`src/rtl/muldiv_pkg.sv`:
```
// Shared encodings for the multiply/divide unit: op codes, FSM states,
// divider iteration count and a two's-complement magnitude helper.
package muldiv_pkg;

  localparam logic [1:0] OP_MULT  = 2'b00;
  localparam logic [1:0] OP_MULTU = 2'b01;
  localparam logic [1:0] OP_DIV   = 2'b10;
  localparam logic [1:0] OP_DIVU  = 2'b11;

  typedef enum logic [1:0] {
    IDLE = 2'd0,
    MUL  = 2'd1,
    DIV  = 2'd2,
    DONE = 2'd3
  } state_e;

  localparam int DIV_ITER = 32;
  localparam int ITER_W   = $clog2(DIV_ITER);

  function automatic logic [31:0] magnitude(input logic [31:0] x, input logic is_signed);
    return (is_signed && x[31]) ? (~x + 32'd1) : x;
  endfunction

endpackage

```
`src/rtl/muldiv_unit_div_core.sv`:
```
// Radix-2 restoring divider on unsigned magnitudes. The quotient/remainder
// outputs show the result of the step taken on the coming edge; done marks the last step.
module div_core
  import muldiv_pkg::*;
(
  input  logic        clk,
  input  logic        reset,
  input  logic        start,
  input  logic        abort,
  input  logic [31:0] dividend,
  input  logic [31:0] divisor,
  output logic [31:0] quotient,
  output logic [31:0] remainder,
  output logic        done
);

  logic              run_q, run_d;
  logic [ITER_W-1:0] cnt_q, cnt_d;
  logic [31:0]       rem_q, rem_d;
  logic [31:0]       quo_q, quo_d;
  logic [31:0]       dvs_q, dvs_d;

  logic [32:0] rem_shift;
  logic [32:0] diff;
  logic        fits;
  logic [31:0] step_rem;
  logic [31:0] step_quo;

  always_comb begin
    rem_shift = {rem_q, quo_q[31]};
    diff      = rem_shift - {1'b0, dvs_q};
    // Remainder stays below the divisor, so bit 32 of diff is a clean borrow flag.
    fits      = ~diff[32];
    step_rem  = fits ? diff[31:0] : rem_shift[31:0];
    step_quo  = {quo_q[30:0], fits};
  end

  assign quotient  = step_quo;
  assign remainder = step_rem;
  assign done      = run_q && (cnt_q == ITER_W'(DIV_ITER - 1));

  always_comb begin
    run_d = run_q;
    cnt_d = cnt_q;
    rem_d = rem_q;
    quo_d = quo_q;
    dvs_d = dvs_q;
    if (abort) begin
      run_d = 1'b0;
      cnt_d = '0;
    end else if (start) begin
      run_d = 1'b1;
      cnt_d = '0;
      rem_d = '0;
      quo_d = dividend;
      dvs_d = divisor;
    end else if (run_q) begin
      rem_d = step_rem;
      quo_d = step_quo;
      if (done) begin
        run_d = 1'b0;
        cnt_d = '0;
      end else begin
        cnt_d = cnt_q + ITER_W'(1);
      end
    end
  end

  always_ff @(posedge clk or negedge reset) begin
    if (!reset) begin
      run_q <= 1'b0;
      cnt_q <= '0;
      rem_q <= '0;
      quo_q <= '0;
      dvs_q <= '0;
    end else begin
      run_q <= run_d;
      cnt_q <= cnt_d;
      rem_q <= rem_d;
      quo_q <= quo_d;
      dvs_q <= dvs_d;
    end
  end

endmodule

```
`src/rtl/muldiv_unit.sv`:
```
// Multiply/divide unit feeding the HI/LO register: fixed-latency multiplier,
// iterative divider with sign fixup, and the IDLE/MUL/DIV/DONE controller.
module muldiv_unit
  import muldiv_pkg::*;
#(
  parameter int MUL_LAT = 2
) (
  input  logic        clk,
  input  logic        reset,
  input  logic        start,
  input  logic [1:0]  op,
  input  logic [31:0] src_a,
  input  logic [31:0] src_b,
  input  logic        cancel,
  output logic        busy,
  output logic [63:0] hilo_output,
  output logic        hilo_wen,
  output state_e      dbg_state
);

  state_e      state_q, state_d;
  logic [2:0]  mcnt_q, mcnt_d;
  logic        uns_q, uns_d;
  logic [31:0] a_q, a_d;
  logic [31:0] b_q, b_d;
  logic [63:0] hilo_q, hilo_d;

  logic        accept;
  logic [63:0] ext_a, ext_b, product;
  logic [31:0] dc_quo, dc_rem;
  logic        dc_done;
  logic [31:0] q_fix, r_fix;
  logic [63:0] div_result;

  assign accept = (state_q == IDLE) && start && !cancel;

  div_core u_div_core (
    .clk       (clk),
    .reset     (reset),
    .start     (accept && op[1]),
    .abort     (cancel),
    .dividend  (magnitude(src_a, ~op[0])),
    .divisor   (magnitude(src_b, ~op[0])),
    .quotient  (dc_quo),
    .remainder (dc_rem),
    .done      (dc_done)
  );

  // Sign- or zero-extend to 64 bits; the truncated product is right for both.
  always_comb begin
    ext_a   = {{32{a_q[31] & ~uns_q}}, a_q};
    ext_b   = {{32{b_q[31] & ~uns_q}}, b_q};
    product = ext_a * ext_b;
  end

  always_comb begin
    q_fix = (!uns_q && (a_q[31] ^ b_q[31])) ? (~dc_quo + 32'd1) : dc_quo;
    r_fix = (!uns_q && a_q[31]) ? (~dc_rem + 32'd1) : dc_rem;
    if (b_q == 32'd0) begin
      div_result = {a_q, 32'hFFFF_FFFF};
    end else begin
      div_result = {r_fix, q_fix};
    end
  end

  always_comb begin
    state_d = state_q;
    mcnt_d  = mcnt_q;
    uns_d   = uns_q;
    a_d     = a_q;
    b_d     = b_q;
    hilo_d  = hilo_q;
    case (state_q)
      IDLE: begin
        if (accept) begin
          uns_d   = op[0];
          a_d     = src_a;
          b_d     = src_b;
          mcnt_d  = 3'd0;
          state_d = op[1] ? DIV : MUL;
        end
      end
      MUL: begin
        if (cancel) begin
          state_d = IDLE;
        end else if (mcnt_q == 3'(MUL_LAT - 1)) begin
          hilo_d  = product;
          state_d = DONE;
        end else begin
          mcnt_d = mcnt_q + 3'd1;
        end
      end
      DIV: begin
        if (cancel) begin
          state_d = IDLE;
        end else if (dc_done) begin
          hilo_d  = div_result;
          state_d = DONE;
        end
      end
      DONE: state_d = IDLE;
      default: state_d = IDLE;
    endcase
  end

  always_ff @(posedge clk or negedge reset) begin
    if (!reset) begin
      state_q <= IDLE;
      mcnt_q  <= 3'd0;
      uns_q   <= 1'b0;
      a_q     <= '0;
      b_q     <= '0;
      hilo_q  <= '0;
    end else begin
      state_q <= state_d;
      mcnt_q  <= mcnt_d;
      uns_q   <= uns_d;
      a_q     <= a_d;
      b_q     <= b_d;
      hilo_q  <= hilo_d;
    end
  end

  assign busy        = (state_q != IDLE);
  assign hilo_wen    = (state_q == DONE) && !cancel;
  assign hilo_output = hilo_q;
  assign dbg_state   = state_q;

endmodule

```
`config.mk`:
```
export PLATFORM = sky130hd
export DESIGN_NAME = muldiv_unit
export DESIGN_NICKNAME = d
export VERILOG_FILES = /design/src/rtl/muldiv_pkg.sv /design/src/rtl/muldiv_unit_div_core.sv /design/src/rtl/muldiv_unit.sv
export SDC_FILE = /design/constraint.sdc
export NUM_CORES = 2
export LEC_CHECK = 0
export ABC_AREA = 0
export CAP_MARGIN = 20
export CORE_ASPECT_RATIO = 0.6
export CORE_UTILIZATION = 45
export DETAILED_ROUTE_END_ITERATION = 16
export PLACE_DENSITY = 0.64
export RECOVER_POWER = 25
export SLEW_MARGIN = 20
export SYNTH_ARGS = -nofsm -noshare
export SYNTH_HDL_FRONTEND = slang
export SYNTH_SLANG_ARGS = --single-unit
```
`constraint.sdc`:
```
create_clock -name clk -period 21.8 [get_ports clk]
set_input_delay 3.27 -clock clk [delete_from_list [all_inputs] [get_ports clk]]
set_output_delay 3.27 -clock clk [all_outputs]
set_load 0.05 [all_outputs]
```
# Word-level counts from Yosys, hierarchy flattened
# Cells that the tools add are included.
[totals]
regBits = 236
inputBits = 70
out_inout_bits = 68
elab_cells = 101
[op_classes]
n_addsub = 7
mul = 1
eq_ne = 13
n_mux = 34
bitwise = 11
reduce_logical = 24
[op_table]
columns = ["operator", "n"]
rows = [
  ["$mux 64", 5],
  ["$mux 32", 9],
  ["$add 32x1->32 const B", 4],
  ["$not 32->32", 4],
  ["$pmux 64 s2", 1],
  ["$mul 33x33->64", 1],
  ["$sub 33x32->33", 1],
  ["$logic_not 32->1", 1],
  ["$mux 5", 4],
  ["$mux 2", 6],
  ["$ne 2x2->1 const B", 6],
  ["$logic_and 1x1->1", 9],
  ["$mux 3", 3],
  ["$pmux 2 s4", 1],
  ["$reduce_bool 2->1", 4],
  ["$ne 3x3->1 const B", 2],
  ["$pmux 3 s2", 1],
  ["$reduce_and 2->1", 3],
  ["$add 5x1->5 const B", 1],
  ["$eq 5x5->1 const B", 1],
  ["$reduce_and 5->1", 1],
  ["$eq 2x2->1 const B", 2],
  ["$mux 1", 4],
  ["$not 1->1", 4],
  ["other kinds (10)", 12],
]

# Longest topological paths before layout
[logic_depth]
depth_word = 9
ltp_mapped = 34
ltp_nobuf = 29

# Cells and area by module
# Synthesis repeated with hierarchy kept, for this count alone.
[unflattened]
cells_unflattened = 5938
hier_area_um2 = 53308.6
[modules_own_cells]
columns = ["mod", "n_inst", "cells_each", "area_each_um2", "seq_area_each_um2"]
rows = [
  ["muldiv_unit", 1, 5225, 46691.0, 3353.2],
  ["div_core", 1, 713, 6617.6, 2552.4],
]

# Worst setup path after synthesis
# OpenSTA, ideal clock, no wires.
[synth_path]
path_type = "reg2reg"
start = "reg a_q[31]"
end = "reg hilo_q[63] (netlist: hilo_output[63])"
setup_time_ns = 0.071
arrival_time_ns = 8.579
required_time_ns = 21.729
slack_ns = 13.150
path_stages_with_launch = 33
path_buffers = 4
synth_period_minus_slack_ns = 8.650
cell_sequence = "dfrtp_1 -> clkbuf_1 -> nor2b_1 -> clkbuf_1 -> clkbuf_1 -> buf_1 -> nand2_1 -> inv_1 -> fa_1 -> inv_1 -> fa_1 -> inv_1 -> fa_1 -> fa_1 -> inv_1 -> fa_1 -> inv_1 -> fa_1 -> inv_1 -> fa_1 -> fa_1 -> inv_1 -> ha_1 -> a21o_1 -> a21o_1 -> a21oi_1 -> o21bai_1 -> a21oi_1 -> o21a_1 -> a21oi_1 -> a311o_1 -> or4_1 -> nand4_1"
[synth_between]
elab_chain_len = 6
word_cells_on_any_way = 10
classes_between = "mul: 1; mux: 7; bitwise: 1; reduce/logical: 1"
[synth_rtl]
columns = ["item", "line", "rtl"]
rows = [
  ["from (decl)", "muldiv_unit.sv:24", "logic [31:0] a_q, a_d;"],
  ["from (signal assigned)", "muldiv_unit.sv:111", "a_q <= '0;"],
  ["from (signal assigned)", "muldiv_unit.sv:118", "a_q <= a_d;"],
  ["branches (longest 5 deep; another with $mul 33x33->64)", "--", ""],
  ["$pmux 64 s2 (*)", "muldiv_unit.sv:73", "case (state_q)"],
  ["to (signal assigned)", "muldiv_unit.sv:120", "hilo_q <= hilo_d;"],
  ["to (decl)", "muldiv_unit.sv:26", "logic [63:0] hilo_q, hilo_d;"],
]
# Every way passes the cells marked *. The select of a mux whose other input is x is not followed.
# A chain may end at the register's enable or synchronous reset.

# Worst setup path after layout
# Ends and elaborated chain as after synthesis.

==> results.txt <==
post-CTS resize count -> 0
Max transition margin -> -184%
H-tree levels -> 1
syn avg cell area -> 8.74 sq um
Setup Buffers After CTS -> 0
Final Max Slew Viols -> 176
HP Class -> flip-flop to flip-flop
vias in the first global route -> 43800
hold_buf cts -> 0
Post-Synth XOR/XNOR Area -> 3.06%
DR DRC count -> 0
arrival time of the worst setup path -> 10.30 ns
Post-synth EDFFs -> 0
worst slew pin tran -> 4.26 ns
GR Util All Layers -> 28.6%
RSZ-0062 raised after global routing -> no
Syn. warnings -> 0
Port-buffer cells -> 137
antenna-violating nets left -> 0
GPL Wtd Cong -> 0.974
worst skew pair latency -> 0.62 ns
CTS tree -> yes
RR Startpoint -> a_q[31]
status -> finished, violations left
CP startpoint kind -> flip-flop
Num CTS Buffers -> 27
CORE AREA -> 117000 sq um
Nets -> 7461
ys flop type -> dfrtp_1
routed len/inst -> 22.1 um
Yosys reg bits -> 236
cell mode on critical path -> fa_1
Distinct cells, synth -> 86
Worst-path clk slew -> 0.07 ns
min cycle time layout -> 9.76 ns
largest net degree at the start of global routing -> 89
Final Hold Violating Endpoints -> 0
antenna violations before repair -> 6
final WL -> 168 mm
DIE AREA -> 120000 sq um
deepest clock path buffer count -> 3
Synth top area share -> 42.2%
count of cells along the worst register-to-register path -> 29
Synth Area in Adders -> 48.2%
failing checks -> capacitance limit, slew limit
Async SR Flop Fraction -> 100%
final setup vio count -> 0
start point of the critical path -> a_q[31]
hold_sp -> hilo_output[26]
kind of critical path -> flip-flop to flip-flop
largest family of logic cells by synthesized area -> adder cells
first-pass GRT wire length -> 263 mm
clk_skew -> 0.0351 ns
period utilisation layout -> 44.8%
Vias -> 42700
CTS Sinks -> 236
Crit Path Max Fanout -> 36
vias per inst -> 5.61
Slowest cell on crit path -> fa_1
fmax -> 0.102 GHz
delay-heaviest family, CP -> adder cells
layout cells sized above 1 -> 3.33%
R2R Setup Slk -> 12.04 ns
Die H -> 269 um
setup TNS -> 0 ns
Chip Width -> 447 um
worst r2r dst -> hilo_output[63]
DP HPWL -> 132 mm
Mapped Nets -> 7566
Max-Cap Viols -> 3
Synth-to-Final Area Change -> 6.76%
Ports -> 138
fillers -> 11300
critical path data required time -> 22.34 ns
post-synthesis cell area -> 53500 sq um
critical path endpoint -> hilo_output[63]
Synth area leaders -> fa_1 (42%), dfrtp_1 (11%), inv_1 (8.3%)
root buffer cell -> clkbuf_16
Synth Area in Simple Gates -> 16.7%
CP endpoint kind -> flip-flop
register area share after synthesis -> 11.0%
Initial Utilization -> 45.6%
row cnt -> 97
Cells after Synth -> 6113
compound-cell area share of the yosys netlist -> 9.13%
cell taking the most area after synthesis -> fa_1
number of buffers and inverters on the critical path -> 7
DRT Pass-1 Iters -> 5
GRT Residual Overflow -> 0
Levels on crit path -> 29
crit-path max cell delay -> 0.57 ns
multiplexer area fraction after synthesis -> 0.857%
drt first-iter violations -> 4220
layout make-up:
type / count / area (sq um) / area share, %
repair buffers: 238 / 2120 / 3.71
clock inverters: 14 / 138 / 0.241
well taps: 1584 / 1980 / 3.47
diodes: 3 / 7.51 / 0.0132
flip-flops and latches: 236 / 5910 / 10.4
clock buffers: 35 / 736 / 1.29
multi-input cells: 4322 / 41700 / 73.1
inverters: 1183 / 4440 / 7.78
metrics by stage:
step           util [%]  area [sq um]  std cells  hold slack, ns  setup WS (ns)
2_1_floorplan         -         53500       6113           0.450          13.15
3_3_place_gp       47.9         56200       7563           0.460          12.33
3_5_place_dp       47.9         56200       7563           0.470          12.18
4_1_cts            48.7         57100       7612           0.487          12.13
5_1_grt            48.7         57100       7612           0.502          11.50
6_report           48.7         57100       7615           0.484          12.04
cell usage after synthesis, types with 8 or more instances:
library cell     n
a22oi_1         38
nand3_1         34
or3_1           26
mux2i_1         39
and3_1          19
buf_2           13
clkbuf_1       345
a211o_1          8
a21o_1          49
o21ai_1         14
a221oi_1        13
buf_1           12
o41ai_1          9
ha_1           257
nor3b_1          8
nor4_1          31
a31oi_1         39
a21oi_1        152
nand4_1         19
o22ai_1         35
a211oi_1        26
xnor2_1        107
nor3_1          55
o21ai_0        229
nand2_1       1090
fa_1          1126
and2_1         378
nand2b_1        25
or2_2           17
xor2_1          80
or4_1           13
inv_1         1182
nor2_1         177
o21a_1          26
o211ai_1        24
o31ai_1         19
o21bai_1        16
dfrtp_1        236
nor2b_1         18
worst min path at each step:
stage | to | slack (ns) | depth (start not counted)
5_1_grt | hilo_output[34] | 0.50 | 2
6_report | hilo_output[26] | 0.48 | 2
2_1_floorplan | u_div_core.dvs_q[10] | 0.45 | 2
4_1_cts | hilo_output[0] | 0.49 | 2
3_3_place_gp | hilo_output[20] | 0.46 | 2
3_5_place_dp | hilo_output[0] | 0.47 | 2
routing by layer:
metal	share of wire, %	global-route usage, %
met1	44	41.7
met3	10	6.67
met5	0	0
met4	2.9	7.10
met2	43	43.0
tightest hold or removal path, stage by stage, from the launching register on:
cell	delay, ns
dfrtp_1	0.34
nand2_1	0.05
o21ai_0	0.06
sequential cells by signal, summed over array words and instances, names as in the netlist:
| register | flops |
|---|---|
| hilo_output | 64 |
| a_q | 32 |
| b_q | 32 |
| u_div_core.dvs_q | 32 |
| u_div_core.quo_q | 32 |
| u_div_core.rem_q | 32 |
| u_div_core.cnt_q | 5 |
| mcnt_q | 3 |
| dbg_state | 2 |
| u_div_core.run_q | 1 |
| uns_q | 1 |
cell usage in the layout (no fill, tap or decap), types with 25 or more instances in the layout:
master	n
a211oi_1	26
a21o_1	48
a21oi_1	152
a22oi_1	38
a31oi_1	39
and2_1	377
buf_4	99
clkbuf_16	27
clkdlybuf4s50_1	136
dfrtp_1	235
fa_1	1125
ha_1	256
inv_1	1182
mux2i_1	39
nand2_1	1086
nand2b_1	25
nand3_1	34
nor2_1	173
nor3_1	55
nor4_1	31
o21a_1	26
o21ai_0	228
o22ai_1	35
or3_1	25
xnor2_1	107
xor2_1	80
cells by family (layout without fill, tap and decap cells):
kind of cell,count (synthesis),in the layout
AO/OA/AOI/OAI,769,769
XOR/XNOR,187,187
adder cells (fa/ha/maj),1383,1383
buffers and inverters,1555,1470
flip-flops,236,236
multiplexers,45,45
other,0,3
AND/OR/NAND/NOR,1938,1938
Power is not shown: default switching activity piles up to over one toggle a cycle in this logic, so the estimate is an artifact.
